--- src/rtl/serial_loader_pkg.sv ---
// Shared definitions for the serial boot loader.
//   state_t     : frame parser states
//   ERR_*       : err_code values reported by serial_loader
//   SYNC_BYTE   : default frame start marker
package serial_loader_pkg;

    typedef enum logic [2:0] {
        ST_IDLE    = 3'd0,
        ST_ADDR    = 3'd1,
        ST_LEN     = 3'd2,
        ST_DATA_HI = 3'd3,
        ST_DATA_LO = 3'd4,
        ST_CSUM    = 3'd5
    } state_t;

    localparam logic [1:0] ERR_NONE     = 2'd0;
    localparam logic [1:0] ERR_CSUM     = 2'd1;
    localparam logic [1:0] ERR_TIMEOUT  = 2'd2;
    localparam logic [1:0] ERR_DISABLED = 2'd3;

    localparam logic [7:0] SYNC_BYTE = 8'hA5;

endpackage

--- src/rtl/serial_loader_timeout.sv ---
// Inter-byte watchdog for the serial loader: a down-counter reloaded on every
// restart (and whenever it is not running) that flags expiry once CYCLES
// clocks have elapsed without a restart.
// Ports:
//   clk, reset  : clock, synchronous active-high reset
//   i_run       : count only while high (loader is inside a frame)
//   i_restart   : reload the counter (a byte arrived)
//   o_expire    : high while the budget is exhausted; a same-cycle restart wins
module loader_timeout #(
    parameter int unsigned CYCLES = 5_000_000
) (
    input  logic clk,
    input  logic reset,
    input  logic i_run,
    input  logic i_restart,
    output logic o_expire
);

    localparam int unsigned CW = (CYCLES > 1) ? $clog2(CYCLES) : 1;
    localparam logic [CW-1:0] LOAD_VAL = CW'(CYCLES - 1);

    logic [CW-1:0] r_count;

    always_ff @(posedge clk) begin
        if (reset || i_restart || !i_run) begin
            r_count <= LOAD_VAL;
        end else if (r_count != '0) begin
            r_count <= r_count - CW'(1);
        end
    end

    // Counter is loaded with CYCLES-1 on the cycle the frame starts or a byte
    // arrives, so it reads zero exactly CYCLES clocks later.
    assign o_expire = i_run && !i_restart && (r_count == '0);

endmodule

--- src/rtl/serial_loader.sv ---
// Serial boot loader: parses a framed byte stream from the UART receiver
//   SYNC | ADDR[23:16] ADDR[15:8] ADDR[7:0] | LEN[15:8] LEN[7:0] | N x (HI LO) | CSUM
// and writes each payload word to RAM at base+index, holding the CPU off the
// RAM bus while a frame is in progress.
// Ports:
//   clk, reset       : clock, synchronous active-high reset
//   enable           : loader armed; low aborts any frame in progress
//   rx_data/rx_valid : received byte and its one-cycle strobe
//   ram_addr/ram_wdata/ram_we/ram_be : registered RAM write port
//   cpu_hold         : high while a frame is being parsed
//   done / err       : one-cycle result pulses; err_code holds the cause
//   words_written    : words written in the current / last frame
module serial_loader
    import serial_loader_pkg::*;
#(
    parameter logic [7:0]  SYNC_BYTE      = serial_loader_pkg::SYNC_BYTE,
    parameter int unsigned TIMEOUT_CYCLES = 5_000_000,
    parameter int unsigned ADDR_W         = 18
) (
    input  logic              clk,
    input  logic              reset,
    input  logic              enable,
    input  logic [7:0]        rx_data,
    input  logic              rx_valid,
    output logic [ADDR_W-1:0] ram_addr,
    output logic [15:0]       ram_wdata,
    output logic              ram_we,
    output logic [1:0]        ram_be,
    output logic              cpu_hold,
    output logic              done,
    output logic              err,
    output logic [1:0]        err_code,
    output logic [15:0]       words_written
);

    state_t            r_state;
    state_t            w_state_next;

    logic [1:0]        r_byte_cnt;
    logic [ADDR_W-1:0] r_base;
    logic [15:0]       r_len;
    logic [15:0]       r_index;
    logic [7:0]        r_hi;
    logic [7:0]        r_csum;

    logic              w_expire;
    logic              w_sync_accept;
    logic              w_byte_take;
    logic              w_write_set;
    logic              w_done_set;
    logic              w_err_set;
    logic [1:0]        w_err_code_val;
    logic [ADDR_W-1:0] w_addr_sum;
    logic [15:0]       w_len_full;

    loader_timeout #(
        .CYCLES(TIMEOUT_CYCLES)
    ) u_timeout (
        .clk      (clk),
        .reset    (reset),
        .i_run    (r_state != ST_IDLE),
        .i_restart(rx_valid),
        .o_expire (w_expire)
    );

    // Address arithmetic is naturally modulo 2^ADDR_W.
    assign w_addr_sum = r_base + ADDR_W'(r_index);
    assign w_len_full = {r_len[7:0], rx_data};

    // ---------------- state register ----------------
    always_ff @(posedge clk) begin
        if (reset) begin
            r_state <= ST_IDLE;
        end else begin
            r_state <= w_state_next;
        end
    end

    // ---------------- next-state logic ----------------
    always_comb begin
        w_state_next = r_state;
        if (w_sync_accept) begin
            w_state_next = ST_ADDR;
        end else if (w_byte_take) begin
            case (r_state)
                ST_ADDR:    if (r_byte_cnt == 2'd2) w_state_next = ST_LEN;
                ST_LEN:     if (r_byte_cnt == 2'd1)
                                w_state_next = (w_len_full == 16'd0) ? ST_CSUM : ST_DATA_HI;
                ST_DATA_HI: w_state_next = ST_DATA_LO;
                ST_DATA_LO: w_state_next = (r_index + 16'd1 == r_len) ? ST_CSUM : ST_DATA_HI;
                ST_CSUM:    w_state_next = ST_IDLE;
                default:    w_state_next = ST_IDLE;
            endcase
        end else if (w_err_set) begin
            w_state_next = ST_IDLE;
        end
    end

    // ---------------- output / event decode ----------------
    // Priority inside a frame: disable, then an arriving byte, then timeout
    // (a byte landing on the expiry cycle keeps the frame alive).
    always_comb begin
        w_sync_accept  = 1'b0;
        w_byte_take    = 1'b0;
        w_write_set    = 1'b0;
        w_done_set     = 1'b0;
        w_err_set      = 1'b0;
        w_err_code_val = ERR_NONE;
        cpu_hold       = (r_state != ST_IDLE);
        if (r_state == ST_IDLE) begin
            w_sync_accept = enable && rx_valid && (rx_data == SYNC_BYTE);
        end else if (!enable) begin
            w_err_set      = 1'b1;
            w_err_code_val = ERR_DISABLED;
        end else if (rx_valid) begin
            w_byte_take = 1'b1;
            if (r_state == ST_DATA_LO) begin
                w_write_set = 1'b1;
            end
            if (r_state == ST_CSUM) begin
                if (rx_data == r_csum) begin
                    w_done_set = 1'b1;
                end else begin
                    w_err_set      = 1'b1;
                    w_err_code_val = ERR_CSUM;
                end
            end
        end else if (w_expire) begin
            w_err_set      = 1'b1;
            w_err_code_val = ERR_TIMEOUT;
        end
    end

    // ---------------- datapath registers ----------------
    always_ff @(posedge clk) begin
        if (reset) begin
            ram_addr      <= '0;
            ram_wdata     <= '0;
            ram_we        <= 1'b0;
            ram_be        <= 2'b00;
            done          <= 1'b0;
            err           <= 1'b0;
            err_code      <= ERR_NONE;
            words_written <= '0;
            r_byte_cnt    <= '0;
            r_base        <= '0;
            r_len         <= '0;
            r_index       <= '0;
            r_hi          <= '0;
            r_csum        <= '0;
        end else begin
            ram_we <= w_write_set;
            ram_be <= w_write_set ? 2'b11 : 2'b00;
            done   <= w_done_set;
            err    <= w_err_set;
            if (w_err_set) begin
                err_code <= w_err_code_val;
            end

            if (w_sync_accept) begin
                words_written <= '0;
                err_code      <= ERR_NONE;
                r_byte_cnt    <= '0;
                r_base        <= '0;
                r_len         <= '0;
                r_index       <= '0;
                r_csum        <= '0;
            end

            if (w_byte_take) begin
                case (r_state)
                    ST_ADDR: begin
                        // Shift in big-endian; bits above ADDR_W fall off the top.
                        r_base     <= ADDR_W'({r_base, rx_data});
                        r_byte_cnt <= (r_byte_cnt == 2'd2) ? 2'd0 : r_byte_cnt + 2'd1;
                    end
                    ST_LEN: begin
                        r_len      <= w_len_full;
                        r_byte_cnt <= r_byte_cnt + 2'd1;
                    end
                    ST_DATA_HI: begin
                        r_hi   <= rx_data;
                        r_csum <= r_csum + rx_data;
                    end
                    ST_DATA_LO: begin
                        r_csum        <= r_csum + rx_data;
                        ram_addr      <= w_addr_sum;
                        ram_wdata     <= {r_hi, rx_data};
                        r_index       <= r_index + 16'd1;
                        words_written <= words_written + 16'd1;
                    end
                    default: begin
                    end
                endcase
            end
        end
    end

endmodule
--- config.mk ---
export PLATFORM = sky130hd
export DESIGN_NAME = serial_loader
export DESIGN_NICKNAME = d
export VERILOG_FILES = /design/src/rtl/serial_loader_pkg.sv /design/src/rtl/serial_loader_timeout.sv /design/src/rtl/serial_loader.sv
export SDC_FILE = /design/constraint.sdc
export NUM_CORES = 1
export LEC_CHECK = 0
export CELL_PAD_IN_SITES_DETAIL_PLACEMENT = 1
export CELL_PAD_IN_SITES_GLOBAL_PLACEMENT = 2
export CORE_ASPECT_RATIO = 0.7
export CORE_UTILIZATION = 35
export CTS_CLUSTER_SIZE = 40
export DETAILED_ROUTE_END_ITERATION = 6
export GPL_TIMING_DRIVEN = 1
export PLACE_DENSITY = 0.82
export SKIP_CTS_REPAIR_TIMING = 1
export SYNTH_ARGS = -nofsm -noshare
export SYNTH_HDL_FRONTEND = slang
export SYNTH_HIERARCHICAL = 1
export SYNTH_SLANG_ARGS = --single-unit
--- constraint.sdc ---
create_clock -name clk -period 3.25 [get_ports clk]
set_clock_uncertainty 0.15 [all_clocks]
set_input_delay 0.65 -clock clk [delete_from_list [all_inputs] [get_ports clk]]
set_output_delay 0.65 -clock clk [all_outputs]
set_load 0.005 [all_outputs]
; ---- Word-level counts from Yosys, hierarchy flattened
; Index checks and enable logic that the tools add are counted.
[totals]
reg_bits = 151
wordCells = 111
output_inout_bits = 58
input_bits = 12
[classes]
reduce_logical = 22
n_bitwise = 3
n_mux = 49
addsub = 6
n_eq_ne = 14
[op_table]
columns = op, count
row1 = 16-bit 2-to-1 mux, 9
row2 = 18-bit 2-to-1 mux, 3
row3 = "16-bit by 1-bit adder with 16-bit output, second input constant", 2
row4 = 8-bit 2-to-1 mux, 3
row5 = 23-bit logical NOT, 1
row6 = 23-bit nonzero test, 1
row7 = "23-bit by 1-bit subtractor with 23-bit output, second input constant", 1
row8 = 18-bit by 16-bit adder with 18-bit output, 1
row9 = 1-bit 2-to-1 mux, 18
row10 = 3-bit 2-to-1 mux, 6
row11 = 16-bit equality test, 1
row12 = 16-bit logical NOT, 1
row13 = 2-bit 2-to-1 mux, 8
row14 = 3-bit case mux with 4 select lines, 1
row15 = 8-bit adder, 1
row16 = 8-bit equality test, 1
row17 = "8-bit equality test, second input constant", 1
row18 = "4-bit != test, second input constant", 2
row19 = "3-bit by 2-bit equality test with 1-bit output, second input constant", 2
row20 = "3-bit equality test, second input constant", 2
row21 = "3-bit != test, second input constant", 2
row22 = 3-bit AND reduction, 2
row23 = 3-bit nonzero test, 2
row24 = 5-bit OR reduction, 1
row25 = other kinds (13), 22

; ---- Longest topological paths before layout
[logic_depth]
word_depth = 10
ltp_mapped = 14
mapped_depth_nobuf = 13

; ---- Modules after synthesis
; Netlist, hierarchy kept.
[modules_own_cells]
columns = module, seq_area_each_um2, n_inst, cells_per_inst, area_each_um2
row1 = serial_loader, 2522.4, 1, 813, 6477.5
row2 = loader_timeout, 460.4, 1, 155, 1370.1

; ---- Least setup slack after synthesis
; OpenSTA, ideal clock, no wires.
[synth_timing]
path_kind = reg-to-reg
startpoint = reg r_index[0]
endpoint = reg ram_addr[16]
setup_time_ns = 0.074
slack_ns = 0.326
required_ns = 3.026
path_buffers = 0
path_stages_with_launch = 11
synth_period_minus_slack_ns = 2.924
t_arrival_ns = 2.700
cell_sequence = dfxtp_1 > ha_1 > inv_1 > fa_1 > and2b_1 > o31ai_1 > a211oi_1 > nor3_1 > or4b_2 > a21o_1 > a31oi_1
[synth_between]
elab_chain_len = 1
[synth_rtl]
columns = item, line
row1 = start: declaration, serial_loader.sv:42  ; logic [15:0] r_index;
row2 = start signal: assignment, serial_loader.sv:189  ; r_index <= r_index + 16'd1;
row3 = 18-bit by 16-bit adder with 18-bit output, serial_loader.sv:67  ; assign w_addr_sum = r_base + ADDR_W'(r_index);
row4 = end signal: assignment, serial_loader.sv:187  ; ram_addr <= w_addr_sum;
row5 = end: declaration, serial_loader.sv:25  ; output logic [ADDR_W-1:0] ram_addr,
; Every way passes these cells.
; A chain may end at the register's enable or synchronous reset.

; ---- Worst setup path in the final report
[layout_timing]
startpoint = in rx_data[1]
endpoint = reg r_csum[7]
[layout_between]
elab_chain_len = 6
elab_cells_between_ends = 7
classes_between = add/sub: 1 / eq/ne: 1 / mux: 4 / reduce/logical: 1
[layout_rtl]
columns = item, line
row1 = start: declaration, serial_loader.sv:23  ; input logic [7:0] rx_data,
row2 = branches (longest 5 deep; another with 8-bit adder), -
row3 = 8-bit 2-to-1 mux (*), serial_loader.sv:170  ; if (w_byte_take) begin
row4 = end signal: assignment, serial_loader.sv:183  ; r_csum <= r_csum + rx_data;
row5 = end signal: assignment, serial_loader.sv:186  ; r_csum <= r_csum + rx_data;
row6 = end: declaration, serial_loader.sv:44  ; logic [7:0] r_csum;
; Every way passes the cells marked *.

==> impl_results.md <==
* Outcome: complete, no violations
* Clk sinks at 149
* Leading area contributor after synthesis: dfxtp_1
* Kind of end point of the critical path: flop
* Peak fanout along the critical path at 2
* Post-detail-place hpwl at 17.4 mm
* NumNets Final at 1094
* Syn_area_per_cell at a little over 8 sq um
* Clock power frac at 0.511
* Placed Cells at 1312
* Final setup viols at 0
* Clock transition at path regs at ~70 ps
* GRT Residual Overflow at 0
* Largest net degree at the start of global routing at 55
* Prevailing post-synth register cell: dfxtp_1
* Share of the synthesized area in the top cell type at 0.380
* Antenna violations before repair at 0
* Synthesized Nets at 1013
* Post-synth ARST share at 0
* Synth warn at 6
* WL/cell at 18.2 um
* WHS at 299 ps
* Fin crit period at 3030 ps
* CTS tree: yes
* Longest Clk Path Bufs at 2
* WL final at 24.5 mm
* Share of cells above drive strength 1 at 0.105
* Fin. Hold Viols at 0
* Worst Hold Class: flop to flop
* Num CTS Buffers at 17
* GRT Overall Usage at 0.221
* Post-synth EDFFs at 0
* Leakage at 3.48 nW
* Vias per std cell at approximately 5.5
* Logic pwr share at 0.027
* Worst VDD drop at just under 0.0004 V
* Vias in the first global route at approximately 7300
* Crit path kind: input pin to flop
* Seq/Total Area, Yosys at 0.380
* Synth-to-Final Area Change at 23.2%
* DRC violations left at 0
* Final worst path period share at 0.932
* Root buf cell: clkbuf_16
* Synth cell types at 72
* # H-tree levels at 4
* Core region area at 0.0218 sq mm
* Die H at between 100 and 150 um
* Finished Layout Cells at 1344
* Post-route ant nets at 0
* Syn Std Cell Area at 0.00785 sq mm
* First drt pass iteration count at 5
* Switching Fraction at 0.236
* Starting Density at 0.359
* Synth area leaders: dfxtp_1 (38%), a21oi_1 (5.9%), nand2_1 (5.6%)
* Worst slew margin at 0.459
* RePlAce Congestion at 0.780
* PortBufs at 69
* Cell Pwr Density at 409 mW/mm^2
* Sequential share of power at 0.462
* IO Count at 70
* Clock Latency Late Sink at 440 ps
* Initial DRC Count at ~430
* Row count at 45
* Antenna diodes at 0
* RSZ-0062 raised after global routing: no
* Syn Inst Count at ~970
* Slowest stage delay, CP at approximately 450 ps
* Die ar. at around 0.023 sq mm
* Slowest cell on crit path: clkdlybuf4s50_1
* Worst Tran Pin Value at 808 ps
* Seq cells post-synth at 149
* Final Max Tran Viols at 0
* Pint at 3.02 mW
* Arrival @ worst endpoint at roughly 3200 ps
* Fmax at 0.330 GHz
* Via count at roughly 7400
* Worst EP required at 3430 ps
* First-pass GRT wire length at 40.1 mm
* Max cap viols at 0
* Net load switching power at approximately 930 uW
* CP cell instances: clkdlybuf4s50_1, ha_1, a21o_1, a21oi_1, o21ai_0, a2111oi_0, buf_4, nor3_1, or3b_1, mux2_2
* Die width at 181 um
* Filler cell count at 2583
* Crit start category: input pin
[worst max-delay path: cells and delay by family]
| kind | cells | cell delay, ps |
|---|---|---|
| AO/OA/AOI/OAI | 4 | 910 |
| adder cells (fa/ha/maj) | 1 | 330 |
| buffers and inverters | 2 | 630 |
| multiplexers | 1 | 270 |
| AND/OR/NAND/NOR | 2 | 400 |
[state kept, by name (all words and copies together) (netlist names)]
name               cells
words_written         16
r_csum                 8
r_state                3
ram_wdata             16
r_base                18
u_timeout/r_count     23
r_byte_cnt             2
r_len                 16
err                    1
err_code               2
r_hi                   8
done                   1
ram_be                 1
r_index               16
ram_addr              18
[Yosys cell counts, drive strengths merged, types with 5 or more instances]
cell type,number
or4,8
nor3,29
ha,31
mux2i,21
a22oi,19
a211oi,14
dfxtp,149
buf,14
or3,13
nor2b,5
nand2b,11
and2,11
o21ai,27
xor2,15
nor2,109
a31oi,10
nand4,11
a2111oi,5
inv,23
or2,6
nor4,14
a21oi,93
xnor2,33
nand2,119
clkbuf,41
o31ai,8
a21o,7
and3,11
nand3,53
o21a,8
[cell usage in the layout (no fill, tap or decap), types with 8 or more instances in the layout]
| cell | Yosys | final |
|---|---|---|
| nor4_1 | 9 | 9 |
| xor2_1 | 15 | 15 |
| a21oi_1 | 93 | 93 |
| inv_1 | 23 | 23 |
| clkdlybuf4s50_1 | 0 | 68 |
| o31ai_1 | 8 | 8 |
| a22oi_1 | 19 | 19 |
| nor2_1 | 109 | 108 |
| buf_4 | 2 | 46 |
| or3_1 | 12 | 12 |
| o21ai_0 | 27 | 27 |
| nand2b_1 | 11 | 11 |
| nor3_1 | 29 | 29 |
| dfxtp_1 | 149 | 149 |
| and2_1 | 11 | 11 |
| a31oi_1 | 10 | 10 |
| nand3_1 | 52 | 52 |
| and3_1 | 11 | 11 |
| nand2_1 | 118 | 118 |
| ha_1 | 31 | 31 |
| nand4_1 | 9 | 9 |
| xnor2_1 | 33 | 33 |
| mux2i_1 | 21 | 21 |
| clkbuf_16 | 0 | 17 |
| o21a_1 | 8 | 8 |
| a211oi_1 | 14 | 13 |
[metal layers]
metal	wire length, um	global-route usage	vias to the layer above
met4	240	0.0613	0
met1	13200	0.327	3615
li1	-	-	3601
met5	0	0	-
met3	935	0.0425	20
met2	10100	0.325	149
[final timing paths]
kind                  end  cells after the start   startpoint  slack (ps)
max             r_csum[7]                     10   rx_data[1]         220
min           ram_addr[9]                      2  ram_addr[9]         300
max reg2reg  ram_addr[16]                     10    r_base[0]         260
min reg2reg   ram_addr[9]                      2  ram_addr[9]         300
[power groups by stage]
stage	logic [mW]	registers, mW	clock network [mW]
2_1_floorplan	0.0438	1.87	0
3_3_place_gp	0.108	1.87	0
3_5_place_dp	0.108	1.87	0
4_1_cts	0.108	1.83	2.07
5_1_grt	0.116	1.82	2.15
6_report	0.108	1.83	2.02
[through the flow]
stage | setup slack, ps | cell area, sq um | power, mW | util | TNS, ps
after floorplan | 326 | 7850 | 1.91 | - | 0
after global placement | -208 | 9070 | 1.97 | 0.415 | -213
after detailed placement | -207 | 9070 | 1.98 | 0.415 | -243
after CTS | 156 | 9660 | 4.01 | 0.442 | 0
after global routing | 38.2 | 9670 | 4.09 | 0.442 | 0
final | 220 | 9670 | 3.96 | 0.442 | 0
[cells by family after synthesis]
family,Yosys count,synth area share
buf+inv,78,0.0403
mux,23,0.0301
flops,149,0.380
compound gates,216,0.172
fa+ha+maj,33,0.0545
simple gates,421,0.269
xor+xnor,48,0.0536
[cell type report]
type	count	area [sq um]	area share
well taps	282	353	0.0365
clock buffers	18	439	0.0454
multi-input cells	741	4570	0.472
clock inverters	14	153	0.0158
inverters	23	86.3	0.00893
repair buffers	117	1090	0.112
flip-flops and latches	149	2980	0.309
Power figures use the tool's default switching activity.
